<file path="src/rtl/pixel_writer_if.sv">
// Pixel command and byte-wide memory bus seen by pixel_writer.
// master = the writer itself; slave = the pixel source / memory side.
interface pixel_writer_if;
    logic        pixel_data_rdy;
    logic [11:0] X_coord;
    logic [11:0] Y_coord;
    logic [7:0]  color;
    logic [1:0]  bpp_mode;
    logic [19:0] base_addr;
    logic [11:0] row_bytes;
    logic [11:0] max_x;
    logic [11:0] max_y;
    logic        draw_busy;
    logic        mem_req;
    logic        mem_we;
    logic [19:0] mem_addr;
    logic [7:0]  mem_wdata;
    logic        mem_ack;
    logic [7:0]  mem_rdata;
    logic [15:0] pixels_written;

    modport master (
        input  pixel_data_rdy, X_coord, Y_coord, color, bpp_mode,
               base_addr, row_bytes, max_x, max_y, mem_ack, mem_rdata,
        output draw_busy, mem_req, mem_we, mem_addr, mem_wdata, pixels_written
    );

    modport slave (
        output pixel_data_rdy, X_coord, Y_coord, color, bpp_mode,
               base_addr, row_bytes, max_x, max_y, mem_ack, mem_rdata,
        input  draw_busy, mem_req, mem_we, mem_addr, mem_wdata, pixels_written
    );
endinterface

</file>
<file path="src/rtl/pixel_writer.sv">
// Writes one clipped pixel into a packed 1/2/4/8 bpp framebuffer,
// using read-modify-write for sub-byte modes (pixels packed MSB-first).
module pixel_writer (
    input  logic               clk,
    input  logic               reset,
    pixel_writer_if.master     bus
);
    typedef enum logic [1:0] {IDLE, CALC, RD, WR} state_t;

    state_t      r_state;
    logic [10:0] r_x;
    logic [10:0] r_y;
    logic [7:0]  r_color;
    logic [1:0]  r_bpp_mode;
    logic [19:0] r_base;
    logic [11:0] r_row_bytes;
    logic [2:0]  r_shift;
    logic        r_mem_req;
    logic        r_mem_we;
    logic [19:0] r_mem_addr;
    logic [7:0]  r_mem_wdata;
    logic [15:0] r_pixels_written;

    logic        w_clip;
    logic [3:0]  w_bpp;
    logic [7:0]  w_mask;
    logic [13:0] w_bitpos;
    logic [19:0] w_addr;
    logic [2:0]  w_shift;
    logic [7:0]  w_merged;

    // Coordinates that pass this test are non-negative, so an unsigned
    // compare against the limits is exact.
    assign w_clip = bus.X_coord[11] | bus.Y_coord[11] |
                    (bus.X_coord > bus.max_x) | (bus.Y_coord > bus.max_y);

    assign w_bpp    = 4'd1 << r_bpp_mode;
    assign w_bitpos = {3'b000, r_x} << r_bpp_mode;
    assign w_addr   = r_base + (20'(r_y) * 20'(r_row_bytes)) + 20'(w_bitpos[13:3]);
    assign w_shift  = 3'(4'd8 - w_bpp - {1'b0, w_bitpos[2:0]});

    always_comb begin
        w_mask = 8'h01;
        case (r_bpp_mode)
            2'b00:   w_mask = 8'h01;
            2'b01:   w_mask = 8'h03;
            2'b10:   w_mask = 8'h0F;
            default: w_mask = 8'hFF;
        endcase
    end

    assign w_merged = (bus.mem_rdata & ~(w_mask << r_shift)) |
                      ((r_color & w_mask) << r_shift);

    always_ff @(posedge clk) begin
        if (reset) begin
            r_state          <= IDLE;
            r_x              <= '0;
            r_y              <= '0;
            r_color          <= '0;
            r_bpp_mode       <= '0;
            r_base           <= '0;
            r_row_bytes      <= '0;
            r_shift          <= '0;
            r_mem_req        <= 1'b0;
            r_mem_we         <= 1'b0;
            r_mem_addr       <= '0;
            r_mem_wdata      <= '0;
            r_pixels_written <= '0;
        end else begin
            case (r_state)
                IDLE: begin
                    if (bus.pixel_data_rdy && !w_clip) begin
                        r_x         <= bus.X_coord[10:0];
                        r_y         <= bus.Y_coord[10:0];
                        r_color     <= bus.color;
                        r_bpp_mode  <= bus.bpp_mode;
                        r_base      <= bus.base_addr;
                        r_row_bytes <= bus.row_bytes;
                        r_state     <= CALC;
                    end
                end
                CALC: begin
                    r_mem_addr <= w_addr;
                    r_shift    <= w_shift;
                    r_mem_req  <= 1'b1;
                    if (r_bpp_mode == 2'b11) begin
                        r_mem_we    <= 1'b1;
                        r_mem_wdata <= r_color;
                        r_state     <= WR;
                    end else begin
                        r_mem_we <= 1'b0;
                        r_state  <= RD;
                    end
                end
                RD: begin
                    // Request stays up across the read->write turnaround;
                    // only direction and data change on the read ack.
                    if (bus.mem_ack) begin
                        r_mem_we    <= 1'b1;
                        r_mem_wdata <= w_merged;
                        r_state     <= WR;
                    end
                end
                WR: begin
                    if (bus.mem_ack) begin
                        r_mem_req        <= 1'b0;
                        r_mem_we         <= 1'b0;
                        r_pixels_written <= r_pixels_written + 16'd1;
                        r_state          <= IDLE;
                    end
                end
                default: r_state <= IDLE;
            endcase
        end
    end

    assign bus.draw_busy      = (r_state != IDLE);
    assign bus.mem_req        = r_mem_req;
    assign bus.mem_we         = r_mem_we;
    assign bus.mem_addr       = r_mem_addr;
    assign bus.mem_wdata      = r_mem_wdata;
    assign bus.pixels_written = r_pixels_written;
endmodule

</file>
<file path="src/flat_wrapper.sv">
// flat-port wrapper written by rule: the top's interface ports become plain ports
module pixel_writer_flat 
  (clk, reset, bus_pixel_data_rdy, bus_X_coord, bus_Y_coord, bus_color, bus_bpp_mode, bus_base_addr, bus_row_bytes, bus_max_x, bus_max_y, bus_mem_ack, bus_mem_rdata, bus_draw_busy, bus_mem_req, bus_mem_we, bus_mem_addr, bus_mem_wdata, bus_pixels_written);
  pixel_writer_if bus_i ();
  input  logic clk;
  input  logic reset;
  input wire logic [$bits(bus_i.pixel_data_rdy)-1:0] bus_pixel_data_rdy;
  input wire logic [$bits(bus_i.X_coord)-1:0] bus_X_coord;
  input wire logic [$bits(bus_i.Y_coord)-1:0] bus_Y_coord;
  input wire logic [$bits(bus_i.color)-1:0] bus_color;
  input wire logic [$bits(bus_i.bpp_mode)-1:0] bus_bpp_mode;
  input wire logic [$bits(bus_i.base_addr)-1:0] bus_base_addr;
  input wire logic [$bits(bus_i.row_bytes)-1:0] bus_row_bytes;
  input wire logic [$bits(bus_i.max_x)-1:0] bus_max_x;
  input wire logic [$bits(bus_i.max_y)-1:0] bus_max_y;
  input wire logic [$bits(bus_i.mem_ack)-1:0] bus_mem_ack;
  input wire logic [$bits(bus_i.mem_rdata)-1:0] bus_mem_rdata;
  output wire logic [$bits(bus_i.draw_busy)-1:0] bus_draw_busy;
  output wire logic [$bits(bus_i.mem_req)-1:0] bus_mem_req;
  output wire logic [$bits(bus_i.mem_we)-1:0] bus_mem_we;
  output wire logic [$bits(bus_i.mem_addr)-1:0] bus_mem_addr;
  output wire logic [$bits(bus_i.mem_wdata)-1:0] bus_mem_wdata;
  output wire logic [$bits(bus_i.pixels_written)-1:0] bus_pixels_written;
  assign bus_i.pixel_data_rdy = bus_pixel_data_rdy;
  assign bus_i.X_coord = bus_X_coord;
  assign bus_i.Y_coord = bus_Y_coord;
  assign bus_i.color = bus_color;
  assign bus_i.bpp_mode = bus_bpp_mode;
  assign bus_i.base_addr = bus_base_addr;
  assign bus_i.row_bytes = bus_row_bytes;
  assign bus_i.max_x = bus_max_x;
  assign bus_i.max_y = bus_max_y;
  assign bus_i.mem_ack = bus_mem_ack;
  assign bus_i.mem_rdata = bus_mem_rdata;
  assign bus_draw_busy = bus_i.draw_busy;
  assign bus_mem_req = bus_i.mem_req;
  assign bus_mem_we = bus_i.mem_we;
  assign bus_mem_addr = bus_i.mem_addr;
  assign bus_mem_wdata = bus_i.mem_wdata;
  assign bus_pixels_written = bus_i.pixels_written;
  pixel_writer u_core (.clk(clk), .reset(reset), .bus(bus_i));
endmodule
</file>
<file path="config.mk">
export PLATFORM = sky130hd
export DESIGN_NAME = pixel_writer_flat
export DESIGN_NICKNAME = d
export VERILOG_FILES = /design/src/rtl/pixel_writer_if.sv /design/src/rtl/pixel_writer.sv /design/src/flat_wrapper.sv
export SDC_FILE = /design/constraint.sdc
export NUM_CORES = 1
export LEC_CHECK = 0
export CORE_ASPECT_RATIO = 0.7
export CORE_MARGIN = 8
export CORE_UTILIZATION = 61
export CTS_CLUSTER_DIAMETER = 60
export CTS_CLUSTER_SIZE = 24
export DETAILED_ROUTE_END_ITERATION = 10
export PLACE_DENSITY = 0.86
export SKIP_LAST_GASP = 1
export SYNTH_ARGS = -nofsm -noshare
export SYNTH_HDL_FRONTEND = slang
export SYNTH_SLANG_ARGS = --single-unit
</file>
<file path="constraint.sdc">
create_clock -name clk -period 8.3 [get_ports clk]
set_input_delay 1.66 -clock clk [delete_from_list [all_inputs] [get_ports clk]]
set_output_delay 1.66 -clock clk [all_outputs]
set_load 0.05 [all_outputs]
</file>
# After elaboration in Yosys (flattened, before gate mapping)
# Index checks and enable logic that the tools add are counted.
# W data, S select, Z words.
# word_totals
out_inout_bits,47
ff_bits,115
latch_bits,0
romBits,0
memories,0
word_cells,70
mem_bits_rw,0
# classes
muxes,14
reduce_logical,14
addsub,5
n_eq_ne,10
magnitude_cmp,2
n_shift,4
div,0
multipliers,1
bitwise,7
# ops
op,count
$gt A12 B12 Y1,2
$pmux W8 S3,1
$add A20 B11 Y20,1
$add A20 B20 Y20,1
$mul A11 B12 Y20,1
$add A16 B1 Y16 const B,1
$and A8 B8 Y8,2
$mux W8,2
$pmux W8 S2,1
$shl A8 B3 Y8,2
$shl A11 B2 Y14,1
$reduce_and A3 Y1,3
$eq A2 B2 Y1 const B,4
$not A8 Y8,1
$or A8 B8 Y8,1
$pmux W2 S4,1
$mux W2,3
$reduce_and A2 Y1,3
$reduce_bool A2 Y1,3
$eq A2 B1 Y1 const B,2
$logic_not A2 Y1,2
$mux W1,4
$ne A2 B1 Y1 const B,2
$ne A2 B2 Y1 const B,2
other kinds (9),11

# Longest topological paths before layout
# Gate-level depths: netlist (run 1).
# depth
ltp_word,8
ltp_mapped,23
ltp_nobuf,21

# Worst setup path after synthesis (run 1)
# No wires, ideal clock.
# synth_timing
kind,reg-to-reg
from,register u_core.r_bpp_mode[0]
to,"register u_core.r_mem_addr[19], in the netlist u_core.bus.mem_addr[19]"
path_slack_ps,2659
path_stages_with_launch,21
t_arrival_ps,5556
t_required_ps,8214
period_less_slack_ps,5641
path_cell_list,dfxtp_1 -> buf_2 -> buf_1 -> mux2_2 -> o21ai_0 -> fa_1 -> fa_1 -> inv_1 -> fa_1 -> inv_1 -> fa_1 -> fa_1 -> inv_1 -> ha_1 -> and3_1 -> a221oi_1 -> o211ai_1 -> nand2_1 -> a21oi_1 -> xnor2_1 -> a211oi_1
# synth_between
elab_chain_cells,2
# synth_rtl
item,line_no,source
start: declaration,pixel_writer.sv:14,logic [1:0] r_bpp_mode;
start signal: assignment,pixel_writer.sv:77,r_bpp_mode <= bus.bpp_mode;
$shl A11 B2 Y14,pixel_writer.sv:38,"assign w_bitpos = {3'b000, r_x} << r_bpp_mode;"
$add A20 B11 Y20,pixel_writer.sv:39,assign w_addr = r_base + (20'(r_y) * 20'(r_row_bytes)) + 20'(w_bitpos[13:3]);
end signal: assignment,pixel_writer.sv:84,r_mem_addr <= w_addr;
end: declaration,pixel_writer.sv:20,logic [19:0] r_mem_addr;
# No other way between the ends.
# A chain may end at the register's enable or synchronous reset.

# Worst setup path in the final report (run 1)
# layout_timing
from,register u_core.r_bpp_mode[1]
to,"register u_core.r_mem_addr[19], in the netlist u_core.bus.mem_addr[19]"
# The elaborated chain is that of the path after synthesis.

==> out/metrics.cfg, run 1 <==
[status]
outcome=complete, no violations

[cts]
clock_path_buffers=2
cts_setup_buffers=0
cts_resized=0
h-tree-depth=4
cts_inserted_buffers=17
clkSlewWorstSetupHoldPaths_ns=0.06
clkLatencyLatePin_ns=0.43
cts_tree=done
clock_sinks=115
cts-root-buf=clkbuf_16
postCtsHoldBufs=0

[timing]
hold_viol_final=0
final_max_slew_viol_count=0
clock.fmax_mhz=164.1
relSlewSlack_pct=32.07
finalSetupViolCount=0
clock_skew_ns=0.01058
post-route-min-period_ns=6.095
rsz0062_at_grt=no
fin_tns_setup_ns=0
tightest_slew_ns=1.019
fin_hold_ws_ns=0.4667
fin_crit_sh_pct=73.43

[global_route]
grt_pass1_wl_um=45150
grt_overflow=0
grt_pass1_vias=8926
grt_max_degree=96
grtUsageTotal_pct=25.54
antenna_found_initial=0

[yosys]
syn_inst=1199
synth_edf_count=0
yosysWarnings=0
synthArstFlopShare_pct=0
ys_seq_elements=115
synth_nets=1497
ys.flop_type=dfxtp_1
ys_types=57
ys_seq_area_share_pct=21.81
syn_area_sq_um=10560
synth_area_per_cell_sq_um=8.803

[setup_path]
critPathMaxFanout=27
rrSetupSlack_ns=2.21
path_depth=20
crit_slowest_cell=dfxtp_1
r2r-start=u_core.r_bpp_mode[1]
critPathMostFrequentCell=fa_1
rr_endpoint=u_core.bus.mem_addr[19]
critPathBufInv=5
cp-endpoint=u_core.bus.mem_addr[19]
start_kind=flip-flop
worstRegToRegCells=20
cp_cell_sequence=inv_2 > a211oi_1 > a21oi_1 > inv_1 > fa_1 > fa_1 > inv_1 > fa_1 > fa_1 > inv_1 > fa_1 > inv_1 > ha_1 > a21o_1 > a221oi_1 > o211ai_1 > nand2_1 > a21oi_1 > xnor2_1 > a211oi_1
cp-end-kind=flip-flop
crit_type=flip-flop to flip-flop
startpoint=u_core.r_bpp_mode[1]
crit_family=adder cells
cp.arrival_ns=6.43
crit_required_ns=8.63
max_stage_delay_ns=0.91

[final_layout]
final_util_pct=74.05
final_cell_mix=203 x inv_1, 147 x clkdlybuf4s50_1, 119 x nand2_1
nets=1609
final_common_cell=inv_1
drive_gt1_share_pct=3.852
n_fill_cell=1207
area_delta_synth_final_pct=19.72
diodes=0

[routing]
drc=0
ant_nets=0
via_count=8645
wl_per_cell_um=17.63
routed_wl_um=27420
drt-pass1-iter-count=6
drtIter0Drc=725
viasPerCell=5.559

[run]
maxCapViolCount=0

[floorplanning]
die_x_um=173.2
start_util_pct=61.85
num_io_pins=149
core_sq_um=17070
chipHeight_um=126.1
dieArea_sq_um=21840
rows=40

[worst_hold_path]
hold_class=flip-flop to flip-flop

[placed_design]
place_congestion=0.9032
io_buffer_count=148
dpl.hpwl_um=21080

[power]
power_density_nw_per_um2=155.9
ir_drop_uv=121.4
p_leak_uw=0.005986

## worst reg2reg max path, stage by stage, from the launching register on
cell      delay [ns]
dfxtp_1         0.91
inv_2           0.26
a211oi_1        0.24
a21oi_1         0.06
inv_1           0.07
fa_1            0.43
fa_1            0.51
inv_1           0.05
fa_1            0.46
fa_1            0.49
inv_1           0.06
fa_1            0.54
inv_1           0.05
ha_1            0.35
a21o_1          0.19
a221oi_1        0.42
o211ai_1        0.29
nand2_1         0.14
a21oi_1         0.08
xnor2_1         0.16
a211oi_1        0.23
## where the power goes
group | internal [uW] | switching, uW
sequential | 593 | 73.6
clock | 481 | 299
combinational | 219 | 304
## metal layers
layer / wire length [um] / track usage (%)
met5: 0 / 0
met4: 539 / 7.786
met3: 2384 / 6.478
met2: 12380 / 39.80
met1: 12110 / 34.54
## cells in the mapped netlist (7+ instances only)
cell type	count	share of area, %
inv_1	203	7.2
nand2_1	119	4.2
fa_1	117	22
dfxtp_1	115	22
nor2_1	115	4.1
mux2i_1	93	8.8
ha_1	79	9.4
and2_1	56	3.3
a21oi_1	50	2.4
clkbuf_1	38	1.4
o21ai_0	26	1.2
xnor2_1	19	1.6
a211oi_1	15	1.1
xor2_1	13	1.1
nand2b_1	10	0.59
nand4_1	10	0.59
a21o_1	9	0.64
nor2b_1	9	0.53
o211ai_1	9	0.64
and3_1	7	0.41
## state kept, by name (all words and copies together) (netlist names), 2 cells and up
| register | flops |
|---|---|
| u_core.bus.mem_wdata | 8 |
| u_core.r_shift | 3 |
| u_core.r_color | 8 |
| u_core.r_row_bytes | 12 |
| u_core.r_base | 20 |
| u_core.r_y | 11 |
| u_core.r_state | 2 |
| u_core.r_bpp_mode | 2 |
| u_core.r_x | 11 |
| u_core.bus.pixels_written | 16 |
| u_core.bus.mem_addr | 20 |
## metrics by stage
| stage | setup WS (ns) | cells | total power [uW] | instance area, sq um |
|---|---|---|---|---|
| after global placement | 2.516 | 1523 | 1174 | 12020 |
| after global routing | 1.918 | 1555 | 2056 | 12640 |
| after detailed placement | 2.306 | 1523 | 1190 | 12020 |
| after CTS | 2.261 | 1555 | 1974 | 12640 |
| after floorplan | 2.659 | 1199 | 1020 | 10560 |
| final | 2.205 | 1555 | 1970 | 12640 |
## area by class of cell
cell class	instances	area, sq um	share of cell area [%]
clock buffers	17	425.4	3.366
clock inverters	15	193.9	1.535
inverters	204	765.7	6.059
multi-input cells	820	7144	56.53
flip-flops and latches	115	2302	18.22
well taps	231	289.0	2.287
repair buffers	153	1516	12.00
## logic make-up (layout without fill, tap and decap cells)
| family | count (synthesis) | count (layout) | share of synthesized area [%] |
|---|---|---|---|
| simple gates | 348 | 348 | 15.04 |
| mux | 98 | 98 | 9.566 |
| xor+xnor | 32 | 32 | 2.655 |
| compound gates | 146 | 146 | 8.677 |
| flops | 115 | 115 | 21.81 |
| fa+ha+maj | 196 | 196 | 31.56 |
| buf+inv | 264 | 389 | 10.69 |
## worst min path at each step
stage	from	to	slack, ns	depth (start not counted)
global placement	u_core.bus.mem_wdata[2]	u_core.bus.mem_wdata[2]	0.45	2
finish	u_core.bus.mem_wdata[1]	u_core.bus.mem_wdata[1]	0.47	2
detailed placement	u_core.bus.mem_wdata[1]	u_core.bus.mem_wdata[1]	0.45	2
floorplan	u_core.r_base[10]	u_core.r_base[10]	0.46	2
CTS	u_core.bus.mem_wdata[1]	u_core.bus.mem_wdata[1]	0.46	2
global route	u_core.bus.mem_wdata[4]	u_core.bus.mem_wdata[4]	0.49	2
Note: power is estimated with default switching activity, not from simulation.
==> run 2, diff against run 1 <==
- CORE_UTILIZATION: 61 -> 57
- PLACE_DENSITY: 0.86 -> 0.81
- clock period: 8.3 -> 6.35 ns (I/O delays scaled with it)
==> run 2 against run 1 <==
First-iteration DRC count decreased by 18%. Sequential share of layout area hardly changed. Largest cell class unchanged. Clock-buffer cell count did not move. Register-to-register slack worse by 1.8 ns. Critical endpoint unchanged.
==> out/metrics.cfg, run 2 (same netlist as run 1, synthesis figures left out) <==
[cts]
cts_setup_buffers=0  ; unchanged
clkLatencyLatePin_ns=0.42  ; about the same
cts-root-buf=clkbuf_16
postCtsHoldBufs=0  ; unchanged
cts_resized=0  ; unchanged
clock_sinks=115  ; unchanged
h-tree-depth=4  ; unchanged
clock_path_buffers=2  ; unchanged
clkSlewWorstSetupHoldPaths_ns=0.06  ; about the same
cts_tree=done
cts_inserted_buffers=17  ; unchanged

[timing]
tightest_slew_ns=1.122  ; +0.1035 ns
post-route-min-period_ns=5.896  ; -0.1991 ns
rsz0062_at_grt=no
final_max_slew_viol_count=0  ; unchanged
fin_tns_setup_ns=0  ; unchanged
clock_skew_ns=0.01012  ; -0.0004627 ns
relSlewSlack_pct=25.17  ; -6.9 points
fin_ws_ns=0.4542  ; -1.751 ns
clock.fmax_mhz=169.6  ; +3.4%
finalSetupViolCount=0  ; unchanged
hold_viol_final=0  ; unchanged
fin_crit_sh_pct=92.85  ; +19 points

[routing]
drt-pass1-iter-count=5  ; -1
ant_nets=0  ; unchanged
drtIter0Drc=598  ; -18%
drc=0  ; unchanged
routed_wl_um=26930  ; -1.8%
wl_per_cell_um=17.25  ; -2.2%
via_count=8527  ; -1.4%
viasPerCell=5.463  ; -1.7%

[placed_design]
place_congestion=0.9381  ; +3.9%
placed_cells=1529  ; +0.39%
io_buffer_count=148  ; unchanged
dpl.hpwl_um=20990  ; -0.42%
dp_slack_ns=0.5325  ; -1.774 ns
placed_area_sq_um=12030  ; +0.11%

[floorplanning]
rows=41  ; +2.5%
core_sq_um=18060  ; +5.8%
dieArea_sq_um=23200  ; +6.2%
start_util_pct=58.45  ; -3.4 points
chipHeight_um=129.9  ; +3.0%
die_x_um=178.6  ; +3.1%
num_io_pins=149  ; unchanged

[global_route]
grt_pass1_vias=8943  ; +0.19%
grt_pass1_wl_um=44920  ; -0.52%
grt_overflow=0  ; unchanged
grtUsageTotal_pct=24.41  ; -1.1 points
antenna_found_initial=1  ; +1
grt_max_degree=65  ; -32%

[final_layout]
diodes=0  ; unchanged
area_delta_synth_final_pct=19.43
final_util_pct=69.81  ; -4.2 points
nets=1610  ; +0.062%
multiInputGateArea_sq_um=7144  ; unchanged
final_area_sq_um=12610  ; -0.25%
drive_gt1_share_pct=3.925  ; +0.073 points
n_fill_cell=1398  ; +16%
fin_cells=1561  ; +0.39%
final_common_cell=inv_1
final_cell_mix=203 x inv_1, 147 x clkdlybuf4s50_1, 119 x nand2_1
regArea_sq_um=2302  ; unchanged

[worst_hold_path]
hold_start=u_core.bus.mem_wdata[3]
whs_path_depth=2  ; unchanged
hold_path_end=u_core.bus.mem_wdata[3]
hold_class=flip-flop to flip-flop

[run]
maxCapViolCount=0  ; unchanged

[setup_path]
rrSetupSlack_ns=0.45  ; -1.75 ns
worstRegToRegCells=19  ; -5.0%
cp-end-kind=flip-flop
crit_type=flip-flop to flip-flop
start_kind=flip-flop
critPathMaxFanout=12  ; -56%
cp.arrival_ns=6.22  ; -0.21 ns
crit_required_ns=6.68  ; -1.95 ns
startpoint=u_core.r_bpp_mode[0]
r2r-start=u_core.r_bpp_mode[0]
rr_endpoint=u_core.bus.mem_addr[19]

[status]
outcome=complete, no violations

[power]
p_leak_uw=0.005958  ; -0.48%
ir_drop_uv=147.4  ; +21%
power_density_nw_per_um2=197.6  ; +27%

[run 2: cell count changes in the layout (fill, tap and decap cells not counted)]
cell	change
clkinvlp_4	+4
inv_6	-3
bufinv_16	-2
buf_4	+1
inv_8	+1
[run 2: metrics by stage]
stage | total power (uW) | hold slack [ns]
CTS | 2499 | 0.4604
detailed placement | 1557 | 0.4518
finish | 2490 | 0.4568
floorplan | 1333 | 0.4634
global placement | 1539 | 0.4454
global route | 2608 | 0.4884
[run 2: layout make-up]
class                   count  share of cell area, %
clock buffers              17                  3.375
clock inverters            15                  1.181
repair buffers            154                  12.09
well taps                 236                  2.342
flip-flops and latches    115                  18.26
inverters                 204                  6.074
multi-input cells         820                  56.68
[run 2: power by group]
part / internal, uW / total (uW) / switching, uW / leakage [uW]
Combinational: 288 / 679 / 391 / 0.00476
Clock: 548 / 943 / 395 / 0.000271
Sequential: 775 / 868 / 92.9 / 0.000929
Total: 1610 / 2490 / 879 / 0.00596
[run 2: worst max-delay path by stage]
stage | to | slack, ns | cells after the start
after floorplan | u_core.bus.mem_addr[19] | 0.71 | 20
after global placement | u_core.bus.mem_addr[19] | 0.69 | 19
after detailed placement | u_core.bus.mem_addr[19] | 0.53 | 19
after CTS | u_core.bus.mem_addr[19] | 0.47 | 19
after global routing | u_core.bus.mem_addr[19] | 0.07 | 19
final | u_core.bus.mem_addr[19] | 0.45 | 19
[run 2: layer usage]
| metal | part of all wire (%) | wire (um) | track usage [%] |
|---|---|---|---|
| met5 | 0.048 | 13 | 0 |
| met4 | 1.8 | 482 | 7.513 |
| met3 | 9.3 | 2508 | 7.504 |
| met2 | 44 | 11930 | 38.16 |
| met1 | 45 | 11990 | 32.09 |
[run 2: worst max-delay path: stages (launching register included)]
cell and delay, ns:
dfxtp_1 0.40, buf_4 0.22, mux2_2 0.36, o21ai_0 0.19
fa_1 0.47, fa_1 0.52, inv_1 0.06, fa_1 0.51
inv_1 0.05, fa_1 0.46, fa_1 0.54, inv_1 0.04
ha_1 0.35, and3_1 0.20, a221oi_1 0.48, o211ai_1 0.31
nand2_1 0.14, a21oi_1 0.08, xnor2_1 0.15, a211oi_1 0.27
==> run 3, diff against run 2 <==
- SLEW_MARGIN: default -> 30
==> run 3 against run 2 <==
Register-to-register slack gained 0.05 ns. Final cell count is the same. Clock-buffer cell count is the same. Wire length shrank 1.2%. Cell area is essentially flat. Sequential power is essentially flat. Flip-flop and latch count is the same. Clock power shrank 1%. Core utilization is essentially flat. Die area is the same. Critical path depth is the same. Setup slack gained 0.049 ns.
==> out/metrics.cfg, run 3 (same netlist as run 1, synthesis figures left out) <==
[routing]
wl_met2_um=11670  ; -2.2%
drt-met1-wl_um=12060  ; +0.58%
viasPerCell=5.427  ; -0.65%
top_layer_used=met4
via_count=8472  ; -0.65%
drtIter0Drc=510  ; -15%
dr_wl_met3_um=2445  ; -2.5%
routed_wl_um=26610  ; -1.2%
wl_per_cell_um=17.05  ; -1.2%
drt-pass1-iter-count=5  ; unchanged
ant_nets=0  ; unchanged
drc=0  ; unchanged

[setup_path]
cp-end-kind=flip-flop
crit_type=flip-flop to flip-flop
cp.arrival_ns=6.18  ; -0.04 ns
start_kind=flip-flop
crit_required_ns=6.68  ; about the same
critPathMaxFanout=12  ; unchanged

[timing]
fin_tns_setup_ns=0  ; unchanged
clock_skew_ns=0.01164  ; +0.001520 ns
rsz0062_at_grt=no
relSlewSlack_pct=41.26  ; +16 points
hold_viol_final=0  ; unchanged
final_max_slew_viol_count=0  ; unchanged
tightest_slew_ns=0.8812  ; -0.2413 ns
fin_hold_ws_ns=0.4593  ; +0.002478 ns
post-route-min-period_ns=5.847  ; -0.04890 ns
clock.fmax_mhz=171.0  ; +0.84%
finalSetupViolCount=0  ; unchanged
fin_crit_sh_pct=92.08  ; -0.77 points

[power]
power_density_nw_per_um2=196.6  ; -0.50%
p_leak_uw=0.005969  ; +0.19%
ir_drop_uv=155.8  ; +5.7%

[final_layout]
area_delta_synth_final_pct=19.42  ; about the same
final_area_sq_um=12600  ; about the same
drive_gt1_share_pct=3.925  ; unchanged
final_cell_mix=203 x inv_1, 147 x clkdlybuf4s50_1, 119 x nand2_1
diodes=0  ; unchanged
nets=1610  ; unchanged
final_common_cell=inv_1
fin_cells=1561  ; unchanged

[cts]
h-tree-depth=4  ; unchanged
cts-root-buf=clkbuf_16
cts_inserted_buffers=17  ; unchanged
clock_path_buffers=2  ; unchanged
clock_sinks=115  ; unchanged
clkLatencyLatePin_ns=0.43  ; about the same
clkSlewWorstSetupHoldPaths_ns=0.06  ; about the same
cts_setup_buffers=0  ; unchanged
postCtsHoldBufs=0  ; unchanged
cts_tree=done
cts_resized=0  ; unchanged

[floorplanning]
num_io_pins=149  ; unchanged
core_sq_um=18060  ; unchanged
rows=41  ; unchanged
start_util_pct=58.45  ; unchanged
chipHeight_um=129.9  ; unchanged
die_x_um=178.6  ; unchanged
dieArea_sq_um=23200  ; unchanged

[placed_design]
dpl.hpwl_um=20960  ; -0.16%
placed_area_sq_um=12040  ; about the same
place_congestion=0.9381  ; unchanged
placed_cells=1529  ; unchanged
io_buffer_count=148  ; unchanged

[global_route]
grt_overflow=0  ; unchanged
antenna_found_initial=0  ; -1
grtUsageTotal_pct=24.24  ; -0.18 points
grt_pass1_vias=8866  ; -0.86%
grt_max_degree=65  ; unchanged
grt_pass1_wl_um=44590  ; -0.74%

[run]
maxCapViolCount=0  ; unchanged

[status]
outcome=complete, no violations

[worst_hold_path]
hold_class=flip-flop to flip-flop

run 3: cell types whose count changed in the layout (fill, tap and decap cells not counted), sizes merged:
cell      previous run  this run
inv                210       212
clkinvlp             4         1
clkinv               4         5
run 3: stage by stage:
| stage | util (%) | power (uW) | setup slack (ns) |
|---|---|---|---|
| final | 69.80 | 2478 | 0.5031 |
| after detailed placement | 66.65 | 1555 | 0.5301 |
| after global routing | 69.80 | 2602 | 0.1390 |
| after global placement | 66.63 | 1539 | 0.6852 |
| after floorplan | - | 1333 | 0.7087 |
| after CTS | 69.80 | 2492 | 0.4904 |
run 3: worst paths after layout:
check	start	end	slack, ns	cells past startpoint
setup / recovery	u_core.r_bpp_mode[0]	u_core.bus.mem_addr[19]	0.50	19
hold / removal	u_core.bus.mem_wdata[4]	u_core.bus.mem_wdata[4]	0.46	2
setup reg to reg	u_core.r_bpp_mode[0]	u_core.bus.mem_addr[19]	0.50	19
hold reg to reg	u_core.bus.mem_wdata[4]	u_core.bus.mem_wdata[4]	0.46	2
run 3: final cells by class:
| type | instances | area, sq um |
|---|---|---|
| clock buffers | 17 | 425.4 |
| inverters | 204 | 765.7 |
| well taps | 236 | 295.3 |
| multi-input cells | 820 | 7144 |
| fillers | 1420 | 5453 |
| clock inverters | 15 | 143.9 |
| flip-flops and latches | 115 | 2302 |
| repair buffers | 154 | 1528 |
run 3: worst max-delay path, stage by stage (launching register included):
cell	delay [ns]
dfxtp_1	0.40
buf_4	0.22
mux2_2	0.36
a22oi_1	0.20
fa_1	0.47
fa_1	0.51
inv_1	0.05
fa_1	0.46
fa_1	0.49
inv_1	0.05
fa_1	0.52
inv_1	0.04
ha_1	0.36
and3_1	0.22
a221oi_1	0.47
o211ai_1	0.29
nand2_1	0.14
a21oi_1	0.09
xnor2_1	0.15
a211oi_1	0.26
run 3: layer usage:
metal  vias up  track usage (%)
li1       4046                -
met3        37            7.388
met1      4054            32.28
met5         -                0
met4         0            7.077
met2       335            37.58
run 3: report_power, final:
part | internal, uW | switching (uW) | total (uW)
combinational | 287 | 390 | 677
clock | 547 | 387 | 934
sequential | 775 | 91.6 | 867
